### src/rtl/regfile_result_checker_settle_counter.sv
// settle_counter: loadable down-counter with a zero flag, counts only while enabled
module settle_counter #(
    parameter int W = 8
) (
    input  logic         clk,
    input  logic         reset,
    input  logic         load,
    input  logic         en,
    input  logic [W-1:0] load_val,
    output logic         zero
);
    logic [W-1:0] cnt;

    assign zero = cnt == '0;

    always_ff @(posedge clk) begin
        if (!reset) cnt <= '0;
        else if (load) cnt <= load_val;
        else if (en && !zero) cnt <= cnt - 1'b1;
    end
endmodule

### config.mk
export PLATFORM = sky130hd
export DESIGN_NAME = settle_counter
export DESIGN_NICKNAME = d
export VERILOG_FILES = /design/src/rtl/regfile_result_checker_settle_counter.sv
export SDC_FILE = /design/constraint.sdc
export NUM_CORES = 1
export LEC_CHECK = 0
export CAP_MARGIN = 20
export CORE_AREA = 10 10 47 49
export CTS_BUF_LIST = sky130_fd_sc_hd__clkbuf_8
export CTS_CLUSTER_DIAMETER = 50
export DETAILED_ROUTE_END_ITERATION = 6
export DIE_AREA = 0 0 57 59
export PLACE_DENSITY = 0.67
export SYNTH_ARGS = -nofsm -noshare
export SYNTH_HDL_FRONTEND = slang
export SYNTH_SLANG_ARGS = --single-unit
### constraint.sdc
create_clock -name clk -period 1.7 [get_ports clk]
set_input_delay 0.17 -clock clk [delete_from_list [all_inputs] [get_ports clk]]
set_output_delay 0.17 -clock clk [all_outputs]
set_load 0.05 [all_outputs]
Word level (Yosys, flattened, before mapping)
Cells that the tools add are included.
Word-level totals
  input bits: 12
  logic and storage cells: 8
  output and inout port bits: 1
  register bits: 8
Cells by class
  add/sub/neg operators: 1
  mux-type cells: 2
  reductions and logical operators: 4
Operator list (number)
  2-to-1 mux 8 bit: 2
  zero test 8 bit: 1
  subtractor 8 x 1 -> 8 bit, second input constant: 1
  nonzero test 2 bit: 1
  logical AND 1 bit: 1
  zero test 1 bit: 1

Depth between registers and ports, before layout
Gate-level depths: netlist (run 1).
  depth after elaboration: 5
  depth in mapped cells: 6
  gate-level depth less buffers: 6

Least setup slack after synthesis (run 1)
OpenSTA, ideal clock, no wires.
  path kind: flip-flop to output port
  from: register cnt[2]
  to: output zero
  slack: -0.839 ns
  path buffers: 0
  stages on the path, launching flop included: 3
  data required time: 1.530 ns
  data arrival time: 2.369 ns
  cell sequence: dfxtp_1 or4_4 nor4_1
On the way
  word-level cells in the longest chain between the ends: 1
Ends and longest elaborated chain
  from (decl): RTL line 12  | logic [W-1:0] cnt;
  from (signal assigned): RTL line 18  | else if (load) cnt <= load_val;
  from (signal assigned): RTL line 19  | else if (en && !zero) cnt <= cnt - 1'b1;
  zero test 8 bit: RTL line 14  | assign zero = cnt == '0;
  to (decl): RTL line 10  | output logic zero
No other way between the ends.

Worst setup path in the final report (run 1)
  from: register cnt[4]
  to: register cnt[0]
On the way
  word-level cells in the longest chain between the ends: 4
Ends and longest elaborated chain (RTL line)
  zero test 8 bit: 14
  zero test 1 bit: 19
  logical AND 1 bit: 19
  nonzero test 2 bit (no line)
No other way between the ends.
A chain may end at the register's enable or synchronous reset.

==> summary.md, run 1 <==
| Metric | Value |
|---|---|
| Critical Path RT | `1.83 ns` |
| Reg2reg path depth | `6` |
| Fin nets | `100` |
| # placed instances | `96` |
| WS Path Type | `reg -> reg` |
| Pwr per Cell Area | `848.9 nW/um^2` |
| Filler cell count | `125` |
| Routed vias | `526` |
| Fmax | `0.5655 GHz` |
| CP endpoint kind | `flop` |
| Hpwl dp | `1071 um` |
| Final wirelength | `1372 um` |
| Main combinational cell family by area after synthesis | `simple AND/OR/NAND/NOR gates` |
| Share of layout cells above drive strength 1 | `0.3214` |
| Biggest register | `cnt` |
| Number of max-cap violations | `0` |
| Crit path arrival time | `1.90 ns` |
| Worst Skew | `0.003186 ns` |
| Post-Synth Adder-Cell Area | `0.04926` |
| Placed Area | `755.7 um^2` |
| Fin crit share | `1.040` |
| Sequential-to-total area share from yosys stat | `0.3153` |
| Reg2reg end | `cnt[0]$_SDFFE_PN0P_` |
| Overflow after GRT | `0` |
| Crit path to | `cnt[0]$_SDFFE_PN0P_` |
| Fin cells | `100` |
| Worst setup margin | `-0.06848 ns` |
| Overall power | `0.0006989 W` |
| Failing checks | `setup timing` |
| Starting Density | `0.3625` |
| Drt first pass iters | `3` |
| Worst flop-to-flop path startpoint | `cnt[4]$_SDFFE_PN0P_` |
| Cts hold-fix bufs | `0` |
| Leakage power | `0.3250 nW` |
| Synth Area in Simple Gates | `0.2635` |
| Clock Sinks | `8` |
| Gp weighted congestion | `0.7762` |
| Final Hold Viols | `0` |
| IO Pins | `13` |
| Status | `finished, violations left` |
| Clock Path Buffers | `2` |
| Most frequent cells in the layout | `clkdlybuf4s50_1, buf_4, dfxtp_1` |
| ANT nets after route | `0` |
| Initial antenna violation count | `0` |
| Largest net degree at the start of global routing | `11` |
| #FFs+latches synth | `8` |
| Yosys cell types | `28` |
| Port Buffers | `12` |
| Mux contribution to synthesized area | `0.01970` |
| Top sig layer | `met4` |
| CP Max Fanout | `8` |
| Syn_area_per_cell | `8.758 um^2` |
| Post-layout min period | `1.768 ns` |
| Die height | `59 um` |
| Worst Max-Slew Pin Slew | `0.2885 ns` |
| Worst hold margin | `0.5082 ns` |
| Initial DRC Count | `4` |
| N_diodes | `0` |
| Num CTS Buffers | `3` |
| Most common cell after layout, fill and taps aside | `clkdlybuf4s50_1` |
| Row count | `14` |
| Worst Setup SP | `cnt[4]$_SDFFE_PN0P_` |
| Core footprint | `1401 um^2` |
| Clock root cell | `clkbuf_8` |
| Post-synthesis compound-gate area fraction | `0.2562` |
| Die Width | `57 um` |
| Vias/cell | `5.260` |
| DRC | `0` |
| Clk pin slew, worst setup/hold paths | `0.05 ns` |
| Finished Cell Area | `823.3 um^2` |
| Register Area | `161.4 um^2` |
| Post-Synthesis Cells | `58` |
| Largest regs | `cnt: 8 flops` |
| H-tree depth | `1` |
| Synth Cell Area | `508.0 um^2` |
| CTS tree | `done` |
| Layout area overhead | `62.07%` |
| DR WL/cell | `13.72 um` |
| Largest register FFs | `8` |
| Total Negative Setup Slacks | `-0.2320 ns` |
| Fin. max-slew vios | `0` |
| Global-route wire length before repair | `2228 um` |
| Die area | `3363 um^2` |
| Total GRT Usage | `0.08600` |
| Synth warnings | `0` |
| Final setup fails | `7` |
| Hold WC Path Type | `reg -> reg` |
| CP startpoint kind | `flop` |
| Vias in the first global route | `495` |
| Met1 Wirelength | `601 um` |
| Maximum VDD drop | `0.4534 mV` |
| RSZ-0062 raised after global routing | `yes` |
| Synth Area in XOR/XNOR | `0.05172` |
| R2r setup slk | `-0.07 ns` |
| Multi-input gate area in the final layout | `346.6 um^2` |
| Worst skew pair latency | `0.24 ns` |
| Mapped Nets | `72` |
| Rel. slew slack | `0.8074` |
| DR WL met2 | `677 um` |
| Met3 wire length | `50 um` |
[critical path: stages, from the launching register on]
cell and delay [ns]:
dfxtp_2 0.31, or4_4 0.55, buf_6 0.14, o41ai_4 0.23
buf_6 0.17, xnor2_1 0.06, o211a_1 0.20
[synth_stat cells]
library cell,number,share of area
dfxtp_1,8,0.32
o21ai_0,6,0.059
a21oi_1,4,0.039
inv_1,4,0.030
nor3b_1,3,0.044
o31ai_1,3,0.044
xnor2_1,3,0.052
a31oi_1,2,0.025
and2_1,2,0.025
ha_1,2,0.049
nand3_1,2,0.020
nor2_1,2,0.015
or4_1,2,0.030
buf_1,1,0.0074
clkbuf_1,1,0.0074
mux2i_1,1,0.020
nand2_1,1,0.0074
nand2b_1,1,0.012
nand4_1,1,0.012
nor3_1,1,0.0098
nor4_1,1,0.012
o211a_1,1,0.020
o21a_1,1,0.015
o41ai_4,1,0.054
or3b_2,1,0.017
or4_2,1,0.017
or4_4,1,0.022
or4b_2,1,0.020
[per-stage QoR]
step	utilization	worst slack [ns]
5_1_grt	0.5875	-0.1554
3_5_place_dp	0.5393	-0.1337
6_report	0.5875	-0.06848
3_3_place_gp	0.5393	-0.09520
2_1_floorplan	-	0.001804
4_1_cts	0.5768	-0.1294
[kinds of logic after synthesis]
logic type	after synthesis
and+or+nand+nor	20
AOI/OAI and AO/OA	18
DFF	8
buffers and inverters	6
xor gates and xnor gates	3
adders and majority gates	2
muxes	1
[where the power goes]
group	internal, W	total, W	switching (W)
sequential	0.000206	0.000223	0.0000169
clock	0.000155	0.000243	0.0000880
combinational	0.000134	0.000234	0.000100
total	0.000494	0.000699	0.000205
[metal layers]
layer  global-route usage  up-vias
met2               0.1318       11
li1                     -      270
met4              0.07047        0
met3              0.03433        5
met1              0.09145      240
met5                    0        -
[how the worst min path moves through the flow]
stage,start,depth (start not counted),to,slack [ns]
after floorplan,load_val[1],2,cnt[1]$_SDFFE_PN0P_,0.32
after global placement,cnt[5]$_SDFFE_PN0P_,2,cnt[5]$_SDFFE_PN0P_,0.49
after detailed placement,cnt[5]$_SDFFE_PN0P_,2,cnt[5]$_SDFFE_PN0P_,0.50
after CTS,cnt[5]$_SDFFE_PN0P_,2,cnt[5]$_SDFFE_PN0P_,0.51
after global routing,load_val[1],3,cnt[1]$_SDFFE_PN0P_,0.54
final,cnt[5]$_SDFFE_PN0P_,2,cnt[5]$_SDFFE_PN0P_,0.51
[area by class of cell]
type / count / share of cell area
repair buffers: 25 / 0.2903
multi-input cells: 44 / 0.4210
well taps: 16 / 0.02432
flip-flops and latches: 8 / 0.1960
inverters: 4 / 0.01824
clock buffers: 3 / 0.05015
[repair_timing]
action,CTS,global route
buffers inserted,1,0
endpoints found under the setup margin,4,8
pin swaps,2,5
gates resized for setup,2,5
Note: power is estimated with default switching activity, not from simulation.
==> inputs of run 2 (changes only) <==
==> constraint.sdc (replaced) <==
create_clock -name clk -period 1.7 [get_ports clk]
set_input_delay 0.17 -clock clk [delete_from_list [all_inputs] [get_ports clk]]
set_output_delay 0.17 -clock clk [all_outputs]
set_load 0.01 [all_outputs]
==> run 2 against run 1 <==
The flow still finishes with violations (setup timing). Worst setup slack gained 0.052 ns. Combinational power grew 2%. Die area is the same. Sequential cell count is the same. Sequential power is essentially flat. Clock skew shrank 0.0018 ns. Wire length grew 14%. Highest routed layer unchanged. Clock power shrank 7%. Power shrank 1.7%. Critical path type unchanged. First-iteration DRC count grew to 3.0 times the previous value.
==> summary.md, run 2 (same netlist as run 1, synthesis figures left out) <==
| Metric | Value |
|---|---|
| ANT nets after route | `0` |
| Fmax | `0.5826 GHz` |
| Share of layout cells above drive strength 1 | `0.4157` |
| Vias in the first global route | `568` |
| Worst skew pair latency | `0.23 ns` |
| Most frequent cells in the layout | `buf_4, clkdlybuf4s50_1, o21ai_0` |
| Critical path's top delay family | `simple AND/OR/NAND/NOR gates` |
| Post-layout min period | `1.717 ns` |
| Die Width | `57 um` |
| CP startpoint kind | `flop` |
| Leakage power | `0.3653 nW` |
| Total GRT Usage | `0.08831` |
| Layout area overhead | `69.21%` |
| Fin nets | `105` |
| CP endpoint kind | `flop` |
| DR WL/cell | `14.88 um` |
| Core footprint | `1401 um^2` |
| Maximum VDD drop | `0.7419 mV` |
| Gp weighted congestion | `0.8003` |
| Switching part of the total | `0.2714` |
| Largest regs | `cnt: 8 flops` |
| Biggest register | `cnt` |
| Clock Path Buffers | `2` |
| Initial antenna violation count | `0` |
| Sw power | `0.0001864 W` |
| CP Max Fanout | `5` |
| Crit path arrival time | `1.83 ns` |
| Final setup fails | `2` |
| Die area | `3363 um^2` |
| Largest net degree at the start of global routing | `11` |
| Number of max-cap violations | `0` |
| Critical Path RT | `1.81 ns` |
| Routed vias | `575` |
| Largest register FFs | `8` |
| Worst path bufs/invs | `1` |
| Final wirelength | `1562 um` |
| Hold Path Depth | `3` |
| Total Negative Setup Slacks | `-0.02377 ns` |
| Hpwl dp | `1042 um` |
| Most common cell after layout, fill and taps aside | `buf_4` |
| DRC | `0` |
| Worst Max-Slew Pin Slew | `0.2734 ns` |
| Drt first pass iters | `4` |
| Final Hold Viols | `0` |
| Hold WC Path Type | `in -> reg` |
| Internal Power | `0.0005004 W` |
| H-tree depth | `1` |
| Filler cell count | `115` |
| Row count | `14` |
| Worst setup margin | `-0.01652 ns` |
| Starting Density | `0.3625` |
| Rel. slew slack | `0.8171` |
| Overflow after GRT | `0` |
| Comb pwr share | `0.347` |
| Initial DRC Count | `12` |
| Fin crit share | `1.010` |
| Failing checks | `setup timing` |
| Pwr per Cell Area | `799.1 nW/um^2` |
| Global-route wire length before repair | `2380 um` |
| Register Area | `165.2 um^2` |
| Worst hold margin | `0.5677 ns` |
| Fin. max-slew vios | `0` |
| Clk pin slew, worst setup/hold paths | `0.04 ns` |
| Sequential power share | `0.325` |
| Clock Sinks | `8` |
| Port Buffers | `12` |
| CP peak stage delay | `0.58 ns` |
| CP max stage cell | `or4_4` |
| Reg2reg path depth | `5` |
| Critical Path Stages | `5` |
| Die height | `59 um` |
| CP cell instances | `or4_4, o41ai_4, buf_4, xnor2_1, o211a_1` |
| IO Pins | `13` |
| Status | `finished, violations left` |
| Worst Skew | `0.001353 ns` |
| Clk pwr share | `0.328` |
| WS Path Type | `reg -> reg` |
| RSZ-0062 raised after global routing | `yes` |
| N_diodes | `0` |
| Vias/cell | `5.476` |
| Cts hold-fix bufs | `0` |
| Multi-input gate area in the final layout | `354.1 um^2` |
| CTS tree | `done` |
| Num CTS Buffers | `3` |
| Clock root cell | `clkbuf_8` |
run 2: cell count changes in the layout (fill, tap and decap cells not counted), moves of 2 or more:
cell	before	now
dfxtp_2	1	4
dfxtp_1	7	4
or4_4	1	3
buf_4	10	15
run 2: per-layer routing:
metal,wire (um),global-route usage,vias to the layer above
met5,0,0,-
met1,655,0.08473,272
met3,96,0.05150,2
met4,8,0.03691,0
met2,800,0.1519,20
li1,-,-,281
run 2: power by group through the flow:
| stage | combinational [W] | sequential (W) | clock, W |
|---|---|---|---|
| after global placement | 0.000203 | 0.000222 | 0 |
| after global routing | 0.000257 | 0.000225 | 0.000247 |
| after floorplan | 0.000102 | 0.000223 | 0 |
| after detailed placement | 0.000206 | 0.000222 | 0 |
| final | 0.000238 | 0.000223 | 0.000225 |
| after CTS | 0.000223 | 0.000222 | 0.000230 |
run 2: metrics by stage:
step	utilization	worst slack, ns	instances	instance area [um^2]	power (W)
after floorplan	-	0.01845	58	508.0	0.0003255
after global placement	0.5375	-0.1122	99	753.2	0.0004244
after detailed placement	0.5375	-0.1629	99	753.2	0.0004281
after CTS	0.5929	-0.008258	104	830.8	0.0006754
after global routing	0.6134	-0.06217	105	859.6	0.0007292
final	0.6134	-0.01652	105	859.6	0.0006868
run 2: path summary, 6_finish.rpt:
check | startpoint | to | slack, ns
setup / recovery | cnt[2]$_SDFFE_PN0P_ | cnt[0]$_SDFFE_PN0P_ | -0.02
hold / removal | load_val[3] | cnt[3]$_SDFFE_PN0P_ | 0.57
setup reg to reg | cnt[2]$_SDFFE_PN0P_ | cnt[0]$_SDFFE_PN0P_ | -0.02
hold reg to reg | cnt[6]$_SDFFE_PN0P_ | cnt[6]$_SDFFE_PN0P_ | 0.60
run 2: area by class of cell:
type / count / area share
Multi-Input combinational cell: 44 / 0.4119
Sequential cell: 8 / 0.1921
Clock buffer: 3 / 0.04803
Tap cell: 16 / 0.02329
Timing Repair Buffer: 30 / 0.3071
Inverter: 4 / 0.01747
run 2: worst min-delay path, cell delays in order:
cell and delay, ns:
clkdlybuf4s50_1 0.39, o21ai_0 0.14, a21oi_1 0.04
run 2: what timing repair did:
item,CTS,global route
gates resized for setup,15,6
setup endpoints to repair,3,6
pin swaps,3,4
buffers inserted,2,2
==> inputs of run 3 (changes only) <==
--- a/config.mk
+++ b/config.mk
@@ -6,12 +6,13 @@
 export NUM_CORES = 1
 export LEC_CHECK = 0
 export CAP_MARGIN = 20
-export CORE_AREA = 10 10 47 49
+export CORE_AREA = 3 3 40 42
 export CTS_BUF_LIST = sky130_fd_sc_hd__clkbuf_8
 export CTS_CLUSTER_DIAMETER = 50
 export DETAILED_ROUTE_END_ITERATION = 6
-export DIE_AREA = 0 0 57 59
+export DIE_AREA = 0 0 43 45
 export PLACE_DENSITY = 0.67
+export SLEW_MARGIN = 20
 export SYNTH_ARGS = -nofsm -noshare
 export SYNTH_HDL_FRONTEND = slang
 export SYNTH_SLANG_ARGS = --single-unit
==> run 3 against run 2 <==
The flow now finishes without violations. Sequential cell count is the same. Power decreased by 2.4%. First-iteration DRC count down 75%. Highest routed layer is now met3. Non-clock buffer count is 2 lower. Final cell count shrank 2.9%. Worst setup slack gained 0.038 ns.
==> summary.md, run 3 (same netlist as run 1, synthesis figures left out) <==
| Metric | Value |
|---|---|
| Final Hold Viols | `0` |
| IO Pins | `13` |
| Vias in the first global route | `505` |
| Number of max-cap violations | `0` |
| Final setup fails | `0` |
| Starting Density | `0.3953` |
| Clock root cell | `clkbuf_8` |
| Row count | `13` |
| Num CTS Buffers | `3` |
| Total GRT Usage | `0.1515` |
| Fin crit share | `0.9876` |
| Core footprint | `1285 um^2` |
| Pwr per Cell Area | `819.6 nW/um^2` |
| Worst skew pair latency | `0.23 ns` |
| WS Path Type | `reg -> reg` |
| CTS tree | `done` |
| Initial antenna violation count | `0` |
| Internal Power | `0.0004889 W` |
| Die height | `45 um` |
| CP cell instances | `or4_4, o41ai_4, buf_4, xnor2_1, o211a_1` |
| R2r setup slk | `0.02 ns` |
| Largest register FFs | `8` |
| ANT nets after route | `0` |
| Biggest register | `cnt` |
| CP max stage cell | `or4_4` |
| Rel. slew slack | `0.8279` |
| RSZ-0062 raised after global routing | `yes` |
| Worst Skew | `0.005292 ns` |
| Overflow after GRT | `0` |
| Fin util | `0.6368` |
| Largest regs | `cnt: 8 flops` |
| Clock Sinks | `8` |
| Gp weighted congestion | `0.8261` |
| Initial DRC Count | `3` |
| Maximum VDD drop | `0.3652 mV` |
| Layout area overhead | `61.08%` |
| Sequential power share | `0.331` |
| Hold_sp | `cnt[5]$_SDFFE_PN0P_` |
| Worst Max-Slew Pin Slew | `0.2573 ns` |
| Crit path arrival time | `1.80 ns` |
| Leakage power | `0.3388 nW` |
| Reg2reg path depth | `5` |
| Clk pwr share | `0.344` |
| Vias/cell | `5.275` |
| Status | `complete, no violations` |
| DRC | `0` |
| Reg2reg end | `cnt[0]$_SDFFE_PN0P_` |
| Hpwl dp | `1004 um` |
| H-tree depth | `1` |
| Drt first pass iters | `4` |
| Sw power | `0.0001817 W` |
| Die Width | `43 um` |
| Hold WC Path Type | `reg -> reg` |
| Share of layout cells above drive strength 1 | `0.3678` |
| Fmax | `0.5956 GHz` |
| Clock Path Buffers | `2` |
| Hold Path End | `cnt[5]$_SDFFE_PN0P_` |
| CP peak stage delay | `0.58 ns` |
| Fin. max-slew vios | `0` |
| Most common cell after layout, fill and taps aside | `buf_4` |
| Worst hold margin | `0.5070 ns` |
| Fin nets | `103` |
| Fin cells | `102` |
| # placed instances | `99` |
| Largest net degree at the start of global routing | `11` |
| Comb pwr share | `0.325` |
| Hold Path Depth | `2` |
| Port Buffers | `12` |
| Switching part of the total | `0.2709` |
| Final wirelength | `1283 um` |
| CP startpoint kind | `flop` |
| Post-layout min period | `1.679 ns` |
| Worst flop-to-flop path startpoint | `cnt[2]$_SDFFE_PN0P_` |
| Routed vias | `538` |
| Cts hold-fix bufs | `0` |
| Die area | `1935 um^2` |
| Most frequent cells in the layout | `buf_4, clkdlybuf4s50_1, o21ai_0, dfxtp_1, a21oi_1` |
| Clk pin slew, worst setup/hold paths | `0.04 ns` |
| N_diodes | `0` |
| DR WL/cell | `12.58 um` |
| CP endpoint kind | `flop` |
| Global-route wire length before repair | `2125 um` |
| CP Max Fanout | `5` |
| Post-CTS setup buffers | `0` |
| Critical Path RT | `1.82 ns` |
run 3: cell types whose count changed in the layout (fill, tap and decap cells not counted), sizes merged:
cell           delta
buf               -2
clkdlybuf4s50     +1
dlymetal6s2s      -1
run 3: final cells by class:
type | instances | area, um^2
multi-input combinational | 44 | 345.3
clock buffer | 3 | 41.29
tap | 15 | 18.77
fill | 114 | 466.7
sequential | 8 | 162.7
inverter | 4 | 15.01
timing repair buffer | 28 | 235.2
run 3: power groups by stage:
stage | combinational (W) | sequential [W] | clock (W)
6_report | 0.000218 | 0.000222 | 0.000231
5_1_grt | 0.000239 | 0.000223 | 0.000249
4_1_cts | 0.000215 | 0.000221 | 0.000237
3_5_place_dp | 0.000210 | 0.000223 | 0
3_3_place_gp | 0.000207 | 0.000222 | 0
2_1_floorplan | 0.000102 | 0.000223 | 0
run 3: how the worst max path moves through the flow:
| stage | start | endpoint | cells past startpoint |
|---|---|---|---|
| after floorplan | cnt[2]$_SDFFE_PN0P_ | cnt[0]$_SDFFE_PN0P_ | 4 |
| after global placement | cnt[2]$_SDFFE_PN0P_ | zero | 3 |
| after detailed placement | cnt[2]$_SDFFE_PN0P_ | zero | 3 |
| after CTS | cnt[2]$_SDFFE_PN0P_ | cnt[5]$_SDFFE_PN0P_ | 4 |
| after global routing | cnt[2]$_SDFFE_PN0P_ | cnt[0]$_SDFFE_PN0P_ | 5 |
| final | cnt[2]$_SDFFE_PN0P_ | cnt[0]$_SDFFE_PN0P_ | 5 |
run 3: worst max-delay path, delay by kind of cell (launching register included):
| kind | cells | cell delay [ns] |
|---|---|---|
| compound gates | 2 | 0.43 |
| xor+xnor | 1 | 0.06 |
| buf+inv | 1 | 0.18 |
| flops | 1 | 0.32 |
| simple gates | 1 | 0.58 |
run 3: metrics by stage:
stage | instance area [um^2] | setup WS (ns) | setup TNS [ns] | power, W
floorplan | 508.0 | 0.01845 | 0 | 0.0003255
global placement | 759.5 | -0.1115 | -0.2779 | 0.0004290
detailed placement | 759.5 | -0.1348 | -0.3730 | 0.0004322
CTS | 808.3 | 0.007762 | 0 | 0.0006722
global route | 818.3 | -0.06328 | -0.1249 | 0.0007114
finish | 818.3 | 0.02105 | 0 | 0.0006706
run 3: repair_timing:
item | CTS | global route
pin swaps | 2 | 4
resized for setup | 10 | 3
hold endpoints to repair | 0 | 0
endpoints found under the setup margin | 3 | 5
run 3: metal layers:
layer / global-route usage / routed length (um)
met5: 0 / 0
met4: 0.05422 / 0
met3: 0.04781 / 63
met2: 0.2515 / 629
met1: 0.1855 / 591
